<file path="src/rtl/mem_bus_arbiter.sv">
// mem_bus_arbiter: shares one external memory bus between the instruction-fetch
// port and the MEM-stage data port of the core. Requests are serialised by a
// small FSM; bus latency is turned into rom_stall / ram_stall, read data is held
// in a holding register, and bus timeouts set a sticky error flag.
// Optional feature: define INST_BUF_EN to add a one-entry fetch buffer that
// serves repeated fetches of the same word without touching the bus.
module mem_bus_arbiter #(
  parameter int TIMEOUT = 64,
  parameter int TO_W    = 8
) (
  input  logic        clk,
  input  logic        rst_n,
  input  logic        rom_cs,
  input  logic        inst_ren,
  input  logic [31:0] inst_addr,
  output logic [31:0] inst_data,
  output logic        rom_stall,
  input  logic        ram_cs,
  input  logic        mem_ren,
  input  logic        mem_wen,
  input  logic [31:0] mem_addr,
  input  logic [31:0] mem_dout,
  output logic [31:0] mem_din,
  output logic        ram_stall,
  output logic        bus_req,
  output logic        bus_we,
  output logic [31:0] bus_addr,
  output logic [31:0] bus_wdata,
  input  logic [31:0] bus_rdata,
  input  logic        bus_ack,
  output logic        bus_err
);

  typedef enum logic [2:0] {
    IDLE   = 3'd0,
    BUSY_I = 3'd1,
    BUSY_D = 3'd2,
    DONE_I = 3'd3,
    DONE_D = 3'd4
  } state_t;

  // Last counter value before a timeout fires; unused when TIMEOUT is 0.
  localparam logic [TO_W-1:0] TO_LAST = (TIMEOUT > 0) ? TO_W'(TIMEOUT - 1) : '0;

  state_t          state_q;
  logic            bus_req_q;
  logic            bus_we_q;
  logic [31:0]     bus_addr_q;
  logic [31:0]     bus_wdata_q;
  logic            bus_err_q;
  logic [31:0]     hold_q;
  logic [TO_W-1:0] cnt_q;
  logic [TO_W-1:0] cnt_d;

  logic fetchReq;
  logic dataReq;
  logic inBusy;
  logic timeoutHit;
  logic bufHit;

  // The two byte-offset bits never reach the word-aligned bus.
  logic unused_lowBits;
  assign unused_lowBits = ^{inst_addr[1:0], mem_addr[1:0]};

  assign fetchReq   = rom_cs & inst_ren;
  assign dataReq    = ram_cs & (mem_ren | mem_wen);
  assign inBusy     = (state_q == BUSY_I) || (state_q == BUSY_D);
  assign timeoutHit = (TIMEOUT != 0) && (cnt_q == TO_LAST);

`ifdef INST_BUF_EN
  logic        bufValid_q;
  logic [29:0] bufTag_q;
  logic [31:0] bufData_q;

  // A hit is only honoured while idle and with no data request competing,
  // so the buffer never changes the data-first ordering.
  assign bufHit = (state_q == IDLE) & fetchReq & bufValid_q &
                  (bufTag_q == inst_addr[31:2]) & ~dataReq;

  // Fill on every acknowledged fetch; drop the entry when a write to the same word is issued.
  always_ff @(posedge clk or negedge rst_n) begin
    if (!rst_n) begin
      bufValid_q <= 1'b0;
      bufTag_q   <= '0;
      bufData_q  <= '0;
    end else if ((state_q == BUSY_I) && bus_ack) begin
      bufValid_q <= 1'b1;
      bufTag_q   <= bus_addr_q[31:2];
      bufData_q  <= bus_rdata;
    end else if ((state_q == IDLE) && dataReq && mem_wen &&
                 (bufTag_q == mem_addr[31:2])) begin
      bufValid_q <= 1'b0;
    end
  end

  assign inst_data = bufHit ? bufData_q : hold_q;
`else
  assign bufHit    = 1'b0;
  assign inst_data = hold_q;
`endif

  assign mem_din = hold_q;

  // A requester stalls until its own DONE cycle; a buffer hit completes at once.
  assign rom_stall = fetchReq & ~(state_q == DONE_I) & ~bufHit;
  assign ram_stall = dataReq & ~(state_q == DONE_D);

  assign bus_req   = bus_req_q;
  assign bus_we    = bus_we_q;
  assign bus_addr  = bus_addr_q;
  assign bus_wdata = bus_wdata_q;
  assign bus_err   = bus_err_q;

  // Timeout counter counts completed BUSY cycles and is cleared whenever a transaction ends.
  always_comb begin
    cnt_d = '0;
    if (inBusy && !bus_ack && !timeoutHit) begin
      cnt_d = cnt_q + TO_W'(1);
    end
  end

  // Main FSM: issues one bus transaction at a time and registers every bus output.
  always_ff @(posedge clk or negedge rst_n) begin
    if (!rst_n) begin
      state_q     <= IDLE;
      bus_req_q   <= 1'b0;
      bus_we_q    <= 1'b0;
      bus_addr_q  <= '0;
      bus_wdata_q <= '0;
      bus_err_q   <= 1'b0;
      hold_q      <= '0;
      cnt_q       <= '0;
    end else begin
      cnt_q <= cnt_d;
      case (state_q)
        IDLE: begin
          if (dataReq) begin
            state_q     <= BUSY_D;
            bus_req_q   <= 1'b1;
            bus_we_q    <= mem_wen;
            bus_addr_q  <= {mem_addr[31:2], 2'b00};
            bus_wdata_q <= mem_dout;
          end else if (fetchReq && !bufHit) begin
            state_q     <= BUSY_I;
            bus_req_q   <= 1'b1;
            bus_we_q    <= 1'b0;
            bus_addr_q  <= {inst_addr[31:2], 2'b00};
            bus_wdata_q <= '0;
          end
        end
        BUSY_I, BUSY_D: begin
          if (bus_ack) begin
            bus_req_q <= 1'b0;
            if ((state_q == BUSY_I) || !bus_we_q) begin
              hold_q <= bus_rdata;
            end
            state_q <= (state_q == BUSY_I) ? DONE_I : DONE_D;
          end else if (timeoutHit) begin
            bus_req_q <= 1'b0;
            bus_err_q <= 1'b1;
            hold_q    <= '0;
            state_q   <= (state_q == BUSY_I) ? DONE_I : DONE_D;
          end
        end
        DONE_I, DONE_D: begin
          state_q <= IDLE;
        end
        default: begin
          state_q <= IDLE;
        end
      endcase
    end
  end

endmodule

</file>
<file path="config.mk">
export PLATFORM = sky130hd
export DESIGN_NAME = mem_bus_arbiter
export DESIGN_NICKNAME = d
export VERILOG_FILES = /design/src/rtl/mem_bus_arbiter.sv
export SDC_FILE = /design/constraint.sdc
export NUM_CORES = 1
export LEC_CHECK = 0
export CAP_MARGIN = 0
export CORE_MARGIN = 2
export CORE_UTILIZATION = 38
export CTS_BUF_LIST = sky130_fd_sc_hd__clkbuf_4 sky130_fd_sc_hd__clkbuf_8 sky130_fd_sc_hd__clkbuf_16
export DETAILED_ROUTE_END_ITERATION = 8
export GPL_TIMING_DRIVEN = 1
export MAX_ROUTING_LAYER = met4
export PLACE_DENSITY = 0.92
export SYNTH_ARGS = -nofsm -noshare
export SYNTH_HDL_FRONTEND = slang
export SYNTH_SLANG_ARGS = --single-unit
</file>
<file path="constraint.sdc">
create_clock -name clk -period 2.3 [get_ports clk]
set_clock_uncertainty 0.15 [all_clocks]
set_input_delay 0.345 -clock clk [delete_from_list [all_inputs] [get_ports clk]]
set_output_delay 0.345 -clock clk [all_outputs]
set_load 0.05 [all_outputs]
</file>
==> flow_summary.json, run 1 <==
{
  "status": "complete, no violations",
  "finalSetupViolations": 0,
  "grt_antenna_before_repair": 0,
  "die-height_um": 114,
  "ff_latch_area_um2": 2700,
  "hpwl_um": 9460,
  "slew_violations": 0,
  "drc_errors": 0,
  "synth.ff_latch_count": 108,
  "tightest_slew_ns": 0.567,
  "gr-total-overflow": 0,
  "tns_ns": 0,
  "cp-end-kind": "primary output",
  "coreArea_um2": 11900,
  "wl_per_cell_um": 16.7,
  "cts_num_sinks": 108,
  "grt_usage": 0.195,
  "total_power_mw": 12.5,
  "synth.top_cell.area_share": 0.586,
  "powerDensity_nw_per_um2": 1680,
  "yosysWarnings": 0,
  "final_core_util": 0.626,
  "nFillCells": 896,
  "path_buf_inv": 1,
  "vias": 3762,
  "drv_cap": 0,
  "holdWs_ns": 0.332,
  "grt_pass1_wl_um": 19300,
  "reg2regPathDepth": 4,
  "die_area_um2": 13000,
  "syn-cell-area_um2": 4610,
  "numCtsBuffers": 9,
  "postCtsSetupBuffers": 0,
  "critPathSlowestCell": "clkdlybuf4s50_1",
  "wl_um": 12600,
  "slowest_delay_ns": 0.85,
  "layout_commonest_cell": "clkdlybuf4s50_1",
  "drive_gt1_frac": 0.0592,
  "drt_iter0_drc": 205,
  "synth_area_leaders": "dfrtp_1 (59%), a22o_1 (12%), mux2i_1 (6.5%), buf_4 (5.5%), o21ai_0 (3.4%)",
  "ant_nets": 0,
  "placed_cell_area_um2": 7150,
  "hp-class": "reg -> reg",
  "hold_viol": 0,
  "fmaxAchievable_mhz": 481,
  "cp-start-kind": "flop",
  "viasPerCell": 4.98,
  "initial_core_util": 0.387,
  "ctsHoldBuffers": 1,
  "synth_area_leader_cell": "dfrtp_1",
  "critPathTopFamily": "buffers and inverters",
  "fin_area_um2": 7460,
  "portBuffers": 262,
  "h-tree-depth": 3,
  "vdd_drop_max_mv": 0.771,
  "multi_input_area_um2": 1500,
  "ys_seq_area_frac": 0.586,
  "ctsLongestPathBuffers": 2,
  "mostFrequentLayoutCells": "clkdlybuf4s50_1 (259), dfrtp_1 (108), a22o_1 (65), nand2_1 (32), o21ai_0 (31)",
  "rsz0062_at_grt": "false",
  "grt_pass1_vias": 3810,
  "cp_max_fo": 3,
  "io_pins": 269,
  "dieWidth_um": 114,
  "timing.final.crit_share": 0.903,
  "cp_data_arrival_time_ns": 1.58,
  "place_ws_ns": 0.107,
  "insertion_delay_ns": 0.34,
  "final_nets": 740,
  "worstSetupPathType": "reg -> out",
  "antenna_cells": 0,
  "hold-path-cell-count": 2,
  "required_ns": 1.80,
  "ys_types": 35,
  "cts_tree": "yes",
  "cts_resized": 0,
  "placed_cells": 738,
  "p_leak_nw": 3.34,
  "area_delta_synth_final_pct": 61.7,
  "grt_max_degree": 109,
  "cts_root_buffer": "clkbuf_16",
  "syn_area_per_cell_um2": 12.2,
  "final_cells": 755,
  "synthCells": 379,
  "cp.depth": 1,
  "relSlewSlack": 0.622,
  "finalCriticalPeriod_ns": 2.08,
  "globalplace.congestion": 0.766,
  "row_count": 40,
  "setup_ws_ns": 0.223,
  "first_pass_iters": 4,
  "path_clk_slew_ns": 0.07,
  "path_cells": "clkdlybuf4s50_1"
}
==> registers in the layout, summed over array words and instances (netlist names) <==
register	count
bus_wdata	32
inst_data	32
bus_addr	30
cnt_q	8
state_q	3
bus_err	1
bus_req	1
bus_we	1
==> per-layer routing <==
metal / wire length, um / part of all wire / vias up / global-route usage
li1: - / - / 1762 / -
met1: 5110 / 0.41 / 1765 / 0.236
met2: 6260 / 0.50 / 214 / 0.327
met3: 929 / 0.074 / 21 / 0.0386
met4: 280 / 0.022 / 0 / 0.0691
met5: 0 / 0 / - / -
==> layout make-up <==
cell class,instances,share of cell area
Inverter,4,0.00201
Sequential cell,108,0.362
Tap cell,147,0.0247
Clock buffer,10,0.0312
Clock inverter,6,0.00939
Multi-Input combinational cell,206,0.201
Timing Repair Buffer,274,0.370
==> cell families (layout without fill, tap and decap cells) <==
family / count (synthesis) / in the layout / synth area share
compound gates: 109 / 109 / 0.177
xor+xnor: 6 / 6 / 0.0114
fa+ha+maj: 1 / 1 / 0.00271
buf+inv: 66 / 294 / 0.0950
flops: 108 / 108 / 0.586
mux: 31 / 31 / 0.0684
other cells: 1 / 2 / 0.000813
simple gates: 57 / 57 / 0.0591
==> power breakdown <==
part,switching (mW),internal [mW]
Combinational,5.02,2.66
Sequential,0.556,2.71
Clock,0.695,0.867
==> worst paths after layout <==
check	startpoint	to	slack, ns
worst max-delay path	inst_data[5]$_DFFE_PN0P_	mem_din[5]	0.22
worst min-delay path	bus_addr[22]$_DFFE_PN0P_	bus_addr[22]$_DFFE_PN0P_	0.33
worst max register to register	state_q[0]$_DFFE_PN0P_	state_q[1]$_DFFE_PN0P_	0.29
worst min register to register	bus_addr[22]$_DFFE_PN0P_	bus_addr[22]$_DFFE_PN0P_	0.33
max in group asynchronous	rst_n	inst_data[4]$_DFFE_PN0P_	1.10
min in group asynchronous	rst_n	bus_addr[8]$_DFFE_PN0P_	0.48
==> synthesized netlist by cell type (all sizes together) <==
cell	number
dfrtp	108
a22o	65
buf	55
o21ai	33
nand2	32
mux2i	30
nor2	10
clkbuf	7
xor2	5
inv	4
a21oi	3
and3	3
nand3	3
a21o	2
and4	2
nand2b	2
a2111o	1
a2111oi	1
a211o	1
a211oi	1
a31oi	1
and2	1
conb	1
ha	1
mux2	1
nand4	1
nor3	1
nor4	1
o211ai	1
or2	1
xnor2	1
Note: power is estimated with default switching activity, not from simulation.
==> run 2: changes to the inputs <==
CORE_ASPECT_RATIO = 1.2   (was default)
==> flow_summary.json, run 2 (synthesis gave the netlist of run 1 again) <==
{
  "relSlewSlack": 0.606,
  "initial_core_util": 0.386,
  "required_ns": 1.80,
  "final_nets": 741,
  "status": "complete, no violations",
  "dieWidth_um": 105,
  "cts_resized": 0,
  "cp_data_arrival_time_ns": 1.58,
  "p_leak_nw": 3.35,
  "die-height_um": 125,
  "nFillCells": 897,
  "finalSetupViolations": 0,
  "ant_nets": 0,
  "vdd_drop_max_mv": 0.971,
  "cp_max_fo": 3,
  "vias": 3837,
  "finalCriticalPeriod_ns": 2.08,
  "first_pass_iters": 4,
  "hpwl_um": 10200,
  "worstSetupPathType": "reg -> out",
  "drv_cap": 0,
  "io_pins": 269,
  "drive_gt1_frac": 0.0608,
  "path_cells": "clkdlybuf4s50_1",
  "h-tree-depth": 3,
  "place_ws_ns": -0.0359,
  "drt_iter0_drc": 151,
  "path_clk_slew_ns": 0.08,
  "row_count": 44,
  "hp-class": "in -> async",
  "final_core_util": 0.627,
  "cts_root_buffer": "clkbuf_16",
  "postCtsSetupBuffers": 0,
  "hold_viol": 0,
  "coreArea_um2": 11900,
  "area_delta_synth_final_pct": 62.5,
  "ff_latch_area_um2": 2700,
  "globalplace.congestion": 0.792,
  "rsz0062_at_grt": "false",
  "viasPerCell": 4.96,
  "multi_input_area_um2": 1500,
  "critPathTopFamily": "buffers and inverters",
  "cp-end-kind": "primary output",
  "powerDensity_nw_per_um2": 1660,
  "cts_tree": "yes",
  "critPathSlowestCell": "clkdlybuf4s50_1",
  "portBuffers": 262,
  "wl_um": 13200,
  "wl_per_cell_um": 17.0,
  "drc_errors": 0,
  "gr-total-overflow": 0,
  "layout_commonest_cell": "clkdlybuf4s50_1",
  "insertion_delay_ns": 0.34,
  "grt_usage": 0.209,
  "grt_pass1_vias": 4074,
  "numCtsBuffers": 9,
  "die_area_um2": 13000,
  "grt_pass1_wl_um": 20900,
  "ctsHoldBuffers": 1,
  "cp-start-kind": "flop",
  "path_buf_inv": 1,
  "ctsLongestPathBuffers": 2,
  "grt_max_degree": 55,
  "tightest_slew_ns": 0.576,
  "cts_num_sinks": 108,
  "setup_ws_ns": 0.222,
  "slew_violations": 0,
  "timing.final.crit_share": 0.903,
  "slowest_delay_ns": 0.85,
  "grt_antenna_before_repair": 3,
  "fmaxAchievable_mhz": 481,
  "mostFrequentLayoutCells": "clkdlybuf4s50_1 (259), dfrtp_1 (108), a22o_1 (65), nand2_1 (32), o21ai_0 (31)"
}
[run 2: changes by cell type in the layout (fill, tap and decap cells not counted)]
cell,delta
clkbuf_4,-1
buf_12,+2
buf_4,-1
clkinv_4,+2
diode_2,+3
clkinvlp_4,-2
clkinv_2,+1
bufinv_16,-1
inv_6,+1
[run 2: worst register-to-register path, cell delays in order, from the launching register on]
cell and delay (ns):
dfrtp_1 0.52, nand2b_4 0.21, a211o_1 0.32, or2_1 0.36, mux2_4 0.34
[run 2: through the flow]
stage / cells / total power [mW] / setup TNS [ns] / cell area [um2] / hold slack, ns
2_1_floorplan: 380 / 8.60 / 0 / 4620 / -0.101
3_3_place_gp: 753 / 10.8 / 0 / 7200 / 0.145
3_5_place_dp: 753 / 11.0 / -0.0359 / 7200 / 0.156
4_1_cts: 770 / 12.5 / 0 / 7490 / 0.322
5_1_grt: 773 / 12.9 / 0 / 7490 / 0.344
6_report: 773 / 12.4 / 0 / 7490 / 0.318
[run 2: power by group]
group          leakage, nW  switching [mW]  internal (mW)
Combinational         1.84            5.02           2.67
Clock                0.142           0.719          0.751
Sequential            1.37           0.585           2.70
[run 2: cell type report]
class                   instances  area share
flip-flops and latches        108       0.361
multi-input cells             206       0.200
clock inverters                 7     0.00751
diodes                          3     0.00100
well taps                     161      0.0269
clock buffers                   9      0.0301
repair buffers                275       0.372
inverters                       4     0.00200
[run 2: final timing paths]
kind | startpoint | end | slack [ns] | cells past startpoint
max | inst_data[8]$_DFFE_PN0P_ | mem_din[8] | 0.22 | 1
min | rst_n | bus_addr[18]$_DFFE_PN0P_ | 0.32 | 2
max reg2reg | state_q[0]$_DFFE_PN0P_ | state_q[1]$_DFFE_PN0P_ | 0.29 | 4
min reg2reg | bus_err$_DFFE_PN0P_ | bus_err$_DFFE_PN0P_ | 0.32 | 1
max in group asynchronous | rst_n | inst_data[28]$_DFFE_PN0P_ | 1.05 | 3
min in group clk | bus_err$_DFFE_PN0P_ | bus_err$_DFFE_PN0P_ | 0.32 | 1
[run 2: routing by layer]
layer / GRT usage / vias up / part of all wire
li1: - / 1768 / -
met1: 0.233 / 1844 / 0.39
met2: 0.361 / 201 / 0.51
met3: 0.0586 / 24 / 0.078
met4: 0.0644 / 0 / 0.021
met5: - / - / 0
